**src/rtl/seg7_pkg.sv**
```systemverilog
// Shared seven-segment definitions: cathode patterns {g,f,e,d,c,b,a} (active-low),
// scan FSM states and display geometry.
package seg7_pkg;

  localparam int unsigned DIGITS = 4;

  typedef enum logic {
    BLANK = 1'b0,
    DRIVE = 1'b1
  } scan_state_t;

  localparam logic [6:0] SEG_0     = 7'b1000000;
  localparam logic [6:0] SEG_1     = 7'b1111001;
  localparam logic [6:0] SEG_2     = 7'b0100100;
  localparam logic [6:0] SEG_3     = 7'b0110000;
  localparam logic [6:0] SEG_4     = 7'b0011001;
  localparam logic [6:0] SEG_5     = 7'b0010010;
  localparam logic [6:0] SEG_6     = 7'b0000010;
  localparam logic [6:0] SEG_7     = 7'b1111000;
  localparam logic [6:0] SEG_8     = 7'b0000000;
  localparam logic [6:0] SEG_9     = 7'b0010000;
  localparam logic [6:0] SEG_DASH  = 7'b0111111;
  localparam logic [6:0] SEG_BLANK = 7'b1111111;

endpackage

```
**src/rtl/seg7_decode.sv**
```systemverilog
// Combinational BCD nibble to active-low segment pattern; non-decimal values show a dash.
module seg7_decode
  import seg7_pkg::*;
(
  input  logic [3:0] nibble,
  output logic [6:0] seg
);

  always_comb begin
    case (nibble)
      4'd0:    seg = SEG_0;
      4'd1:    seg = SEG_1;
      4'd2:    seg = SEG_2;
      4'd3:    seg = SEG_3;
      4'd4:    seg = SEG_4;
      4'd5:    seg = SEG_5;
      4'd6:    seg = SEG_6;
      4'd7:    seg = SEG_7;
      4'd8:    seg = SEG_8;
      4'd9:    seg = SEG_9;
      default: seg = SEG_DASH;
    endcase
  end

endmodule

```
**src/rtl/bcd_sevenseg_scan.sv**
```systemverilog
// Four-digit multiplexed common-anode seven-segment scanner with frame-aligned
// commit, leading-zero blanking and a per-slot all-anodes-off ghosting guard.
module bcd_sevenseg_scan
  import seg7_pkg::*;
#(
  parameter int unsigned REFRESH_DIV  = 100000,
  parameter int unsigned BLANK_CYCLES = 1000,
  parameter bit          LZ_BLANK     = 1'b1
) (
  input  logic        clk,
  input  logic        rst,
  input  logic [15:0] bcd_in,
  input  logic        bcd_valid,
  input  logic [3:0]  dp_in,
  output logic [6:0]  seg_n,
  output logic        dp_n,
  output logic [3:0]  an_n,
  output logic        frame_done,
  output logic        bcd_err
);

  localparam int unsigned DRIVE_CYCLES = REFRESH_DIV - BLANK_CYCLES;
  localparam int unsigned CW           = $clog2(REFRESH_DIV + 1);

  scan_state_t   state, state_next;
  logic [CW-1:0] cnt, cnt_next;
  logic [1:0]    idx, idx_next;
  logic          frame_end;

  logic [19:0]   pending, committed;
  logic [15:0]   digits;
  logic [3:0]    dps;
  logic [3:0]    nib;
  logic [6:0]    dec_seg;
  logic [3:0]    lz_mask;
  logic          err_next;
  logic [6:0]    seg_d;
  logic [3:0]    an_d;
  logic          dp_d;

  assign digits = committed[19:4];
  assign dps    = committed[3:0];

  always_ff @(posedge clk or posedge rst) begin
    if (rst) begin
      state <= BLANK;
      cnt   <= '0;
      idx   <= '0;
    end else begin
      state <= state_next;
      cnt   <= cnt_next;
      idx   <= idx_next;
    end
  end

  // cnt holds the cycles left in the current state; zero only occurs straight
  // out of reset and just arms the first guard interval.
  always_comb begin
    state_next = state;
    cnt_next   = cnt;
    idx_next   = idx;
    frame_end  = 1'b0;
    if (cnt == '0) begin
      cnt_next = CW'(BLANK_CYCLES);
    end else if (cnt == CW'(1)) begin
      if (state == BLANK) begin
        state_next = DRIVE;
        cnt_next   = CW'(DRIVE_CYCLES);
      end else begin
        state_next = BLANK;
        cnt_next   = CW'(BLANK_CYCLES);
        idx_next   = idx + 2'd1;
        frame_end  = (idx == 2'(DIGITS - 1));
      end
    end else begin
      cnt_next = cnt - CW'(1);
    end
  end

  always_comb begin
    lz_mask    = '0;
    lz_mask[3] = (digits[15:12] == 4'd0);
    lz_mask[2] = lz_mask[3] && (digits[11:8] == 4'd0);
    lz_mask[1] = lz_mask[2] && (digits[7:4] == 4'd0);
    if (!LZ_BLANK) lz_mask = '0;
  end

  assign nib = digits[{idx_next, 2'b00} +: 4];

  seg7_decode u_decode (
    .nibble (nib),
    .seg    (dec_seg)
  );

  // Outputs are precomputed from the state being entered so the registers
  // change on the same edge as the state.
  always_comb begin
    seg_d = SEG_BLANK;
    an_d  = '1;
    dp_d  = 1'b1;
    if (state_next == DRIVE) begin
      an_d[idx_next] = 1'b0;
      seg_d          = lz_mask[idx_next] ? SEG_BLANK : dec_seg;
      dp_d           = ~dps[idx_next];
    end
  end

  always_comb begin
    err_next = 1'b0;
    for (int unsigned i = 0; i < DIGITS; i++) begin
      if (digits[4*i +: 4] > 4'd9) err_next = 1'b1;
    end
  end

  always_ff @(posedge clk or posedge rst) begin
    if (rst) begin
      pending   <= '0;
      committed <= '0;
    end else begin
      if (bcd_valid) pending <= {bcd_in, dp_in};
      if (frame_end) committed <= bcd_valid ? {bcd_in, dp_in} : pending;
    end
  end

  always_ff @(posedge clk or posedge rst) begin
    if (rst) begin
      seg_n      <= SEG_BLANK;
      dp_n       <= 1'b1;
      an_n       <= '1;
      frame_done <= 1'b0;
      bcd_err    <= 1'b0;
    end else begin
      seg_n      <= seg_d;
      dp_n       <= dp_d;
      an_n       <= an_d;
      frame_done <= frame_end;
      bcd_err    <= err_next;
    end
  end

endmodule

```
**config.mk**
```make
export PLATFORM = sky130hd
export DESIGN_NAME = bcd_sevenseg_scan
export DESIGN_NICKNAME = d
export VERILOG_FILES = /design/src/rtl/seg7_pkg.sv /design/src/rtl/seg7_decode.sv /design/src/rtl/bcd_sevenseg_scan.sv
export SDC_FILE = /design/constraint.sdc
export NUM_CORES = 1
export LEC_CHECK = 0
export ABC_AREA = 1
export CORE_ASPECT_RATIO = 0.9
export CORE_MARGIN = 4
export CORE_UTILIZATION = 40
export CTS_CLUSTER_SIZE = 16
export DETAILED_ROUTE_END_ITERATION = 7
export PLACE_DENSITY = 0.62
export SYNTH_ARGS = -nofsm -noshare
export SYNTH_HDL_FRONTEND = slang
export SYNTH_HIERARCHICAL = 1
export SYNTH_SLANG_ARGS = --single-unit
```
**constraint.sdc**
```tcl
create_clock -name clk -period 3.9 [get_ports clk]
set_input_delay 0.585 -clock clk [delete_from_list [all_inputs] [get_ports clk]]
set_output_delay 0.585 -clock clk [all_outputs]
set_load 0.01 [all_outputs]
```
==> metrics.md <==
| Metric | Value |
|---|---|
| Global Route Usage Sum | `15.0%` |
| Fin Clk Skew | `0.00694 ns` |
| Post-synth top area cell | `dfrtp_1` |
| Clock sinks | `74` |
| Final core occ | `49.0%` |
| Vias in the first global route | `2780` |
| CP Class | `reg2reg` |
| Grt ovf | `0` |
| Hold_buf cts | `0` |
| Period utilization | `71.7%` |
| Fin crit period | `2.79 ns` |
| Syn nets | `465` |
| Routed Antenna Nets | `0` |
| First-pass GRT wire length | `12.6 mm` |
| H-Tree Depth | `3` |
| Drt wl/cell | `11.9 um` |
| Slowest-stage cell, CP | `dfrtp_1` |
| Ys async rst share | `100%` |
| Cell with the most instances after synthesis | `nand2_1` |
| Number of I/O port buffers | `36` |
| Adder-Cell Fraction of Synth Area | `3.13%` |
| Synth cell types | `34` |
| Clock-pin slew on the worst setup and hold paths | `0.07 ns` |
| Pwr Density | `336 nW/um2` |
| Compound-Gate Fraction of Synth Area | `4.34%` |
| CP most frequent cell | `nand2_1` |
| Die W | `108 um` |
| RSZ-0062 raised after global routing | `no` |
| CTS tree | `done` |
| Num CTS Buffers | `9` |
| Post-synth top cells | `162 x nand2_1, 62 x dfrtp_1, 46 x inv_1, 33 x nand3_1, 20 x nor2_1` |
| Diodes inserted | `0` |
| Post-synthesis sequential element count | `74` |
| Vias per cell | `4.65` |
| Worst skew pair latency | `0.35 ns` |
| Synth Flop Type | `dfrtp_1` |
| Max incr delay on CP | `0.38 ns` |
| Critical Path AT | `3.05 ns` |
| FMAX | `0.358 GHz` |
| Largest net degree at the start of global routing | `40` |
| Syn Inst Count | `433` |
| Ranking of synthesized cells by area | `dfrtp_1 43%, nand2_1 17%, dfstp_2 8.8%, inv_1 4.8%, nand3_1 4.6%` |
| Post-place setup slack | `1.12 ns` |
| Cell Count, Final, Fillers Out | `597` |
| Finished Cell Area | `4260 um2` |
| Resize count post-CTS | `0` |
| Yosys top cell area share | `43.1%` |
| Outcome | `completed` |
| Clock tree buffer depth | `2` |
| Drt first pass iters | `4` |
| Share of cells above drive strength 1 | `11.9%` |
| Setup bufs post-CTS | `0` |
| Total core area | `8690 um2` |
| Worst setup SP type | `register` |
| DR vias | `2778` |
| Final Max Slew Viols | `0` |
| Crit-path cells | `inv_1, ha_1, inv_1, nor2_1, nand2_1, nor2_4, nand2_4, nor2_8, nand2_4, nand2_1, nand2_2, inv_2, nand2_1, nand3_1, inv_1, ha_1, nand2_1, nand3_1, nand2_1, inv_1, nand4_1` |
| Setup TNS | `0 ns` |
| Post-Synth Simple-Gate Area | `32.7%` |
| Final hold vios | `0` |
| Top-Level Pins | `37` |
| CP Max Fanout | `13` |
| Worst Hold Class | `reg2reg` |
| Leakage | `2.10 nW` |
| Synth Area per Inst | `8.31 um2` |
| Initial DRC count | `109` |
| Final Power | `1.43 mW` |
| Slew headroom | `46.0%` |
| Final net count | `505` |
| Buffers & Inverters on Critical Path | `5` |
| Dpl hpwl | `5.25 mm` |
| Vert. Die Dim | `98.0 um` |
| GP Congestion | `0.814` |
| Worst Hold Slack | `0.472 ns` |
| Max Cap Viol | `0` |
| Final setup margin | `1.11 ns` |
| Dpl cell area | `4070 um2` |
| Dpl cells | `581` |
| Sequential share of the synthesized area | `51.9%` |
| Synthesized area | `3600 um2` |
| Std cell rows | `32` |
| Starting Density | `41.4%` |
| CTS root buf | `clkbuf_8` |
| Synth Area in XOR/XNOR | `1.22%` |
| Syn-to-layout area delta | `18.4%` |
| DIE AREA | `10600 um2` |
| Initial antenna violation count | `0` |
| Slew @ Worst Pin | `0.809 ns` |
| Critical Path RT | `4.16 ns` |
| Multiplexer share of the synthesized area | `0%` |
| DRC viols | `0` |
| Filler cell count in the final layout | `850` |
| Crit. End Element | `register` |
| Largest family of logic cells by synthesized area | `simple AND/OR/NAND/NOR gates` |
| VDD IR max | `0.221 mV` |
| Warnings from Yosys | `6` |
| Post-Route WL | `7.13 mm` |
| CP delay by family, top | `simple AND/OR/NAND/NOR gates` |
| Setup violations, final | `0` |
| EDFF count, synth | `0` |
[worst min-delay path: stages (launching register included)]
cell	delay, ns
dfrtp_1	0.33
nand2_1	0.05
nand2_1	0.06
[cell usage in the layout, fill, tap and decap left out, drive strengths merged]
cell	count
a21oi	7
a22oi	1
and3	2
buf	3
bufinv	1
clkbuf	10
clkdlybuf4s50	36
clkinv	5
dfrtp	62
dfstp	12
ha	9
inv	49
nand2	173
nand3	36
nand3b	2
nand4	9
nor2	27
nor3	5
nor4	2
o211ai	1
o21ai	19
o31ai	1
or2	1
xnor2	1
xor2	4
[path summary, 6_finish.rpt]
| check | cells past startpoint | to | slack, ns | from |
|---|---|---|---|---|
| max | 21 | seg_n[3]$_DFF_PP1_ | 1.11 | cnt[1]$_DFF_PP0_ |
| max reg2reg | 21 | seg_n[3]$_DFF_PP1_ | 1.11 | cnt[1]$_DFF_PP0_ |
| max in group asynchronous | 3 | seg_n[3]$_DFF_PP1_ | 2.35 | rst |
| min reg2reg | 2 | pending[14]$_DFF_PP0_ | 0.47 | pending[14]$_DFF_PP0_ |
| min | 2 | pending[14]$_DFF_PP0_ | 0.47 | pending[14]$_DFF_PP0_ |
| min in group asynchronous | 2 | pending[0]$_DFF_PP0_ | 0.71 | rst |
[metal layers]
metal | GRT usage, % | routed length [um] | vias up
li1 | - | - | 1438
met1 | 18.7 | 3300 | 1294
met2 | 24.9 | 3470 | 36
met3 | 4.96 | 269 | 10
met4 | 4.08 | 85 | 0
met5 | 0 | 0 | -
[layout make-up]
type                    instances  area, um2  share of cell area (%)
inverters                      49        184                    4.32
well taps                     119        149                    3.49
multi-input cells             300       1490                    35.0
clock buffers                  10        128                    3.00
clock inverters                 6       58.8                    1.38
repair buffers                 39        383                    8.99
flip-flops and latches         74       1870                    43.8
[registers in the layout, indices dropped and copies added, names as in the netlist]
signal	cells
idx	2
cnt	17
bcd_err	1
committed	20
dp_n	1
seg_n	7
an_n	4
frame_done	1
state	1
pending	20
[report_power, final]
| part | switching [mW] | internal (mW) | leakage (nW) |
|---|---|---|---|
| Combinational | 0.0379 | 0.0295 | 1.18 |
| Sequential | 0.00469 | 0.786 | 0.818 |
| Clock | 0.280 | 0.292 | 0.0998 |
[logic make-up after synthesis]
logic type | count (synthesis)
AOI/OAI and AO/OA | 29
buffers and inverters | 59
xor gates and xnor gates | 5
and+or+nand+nor | 257
adders and majority gates | 9
DFF | 74
(Power assumes the default switching activity.)
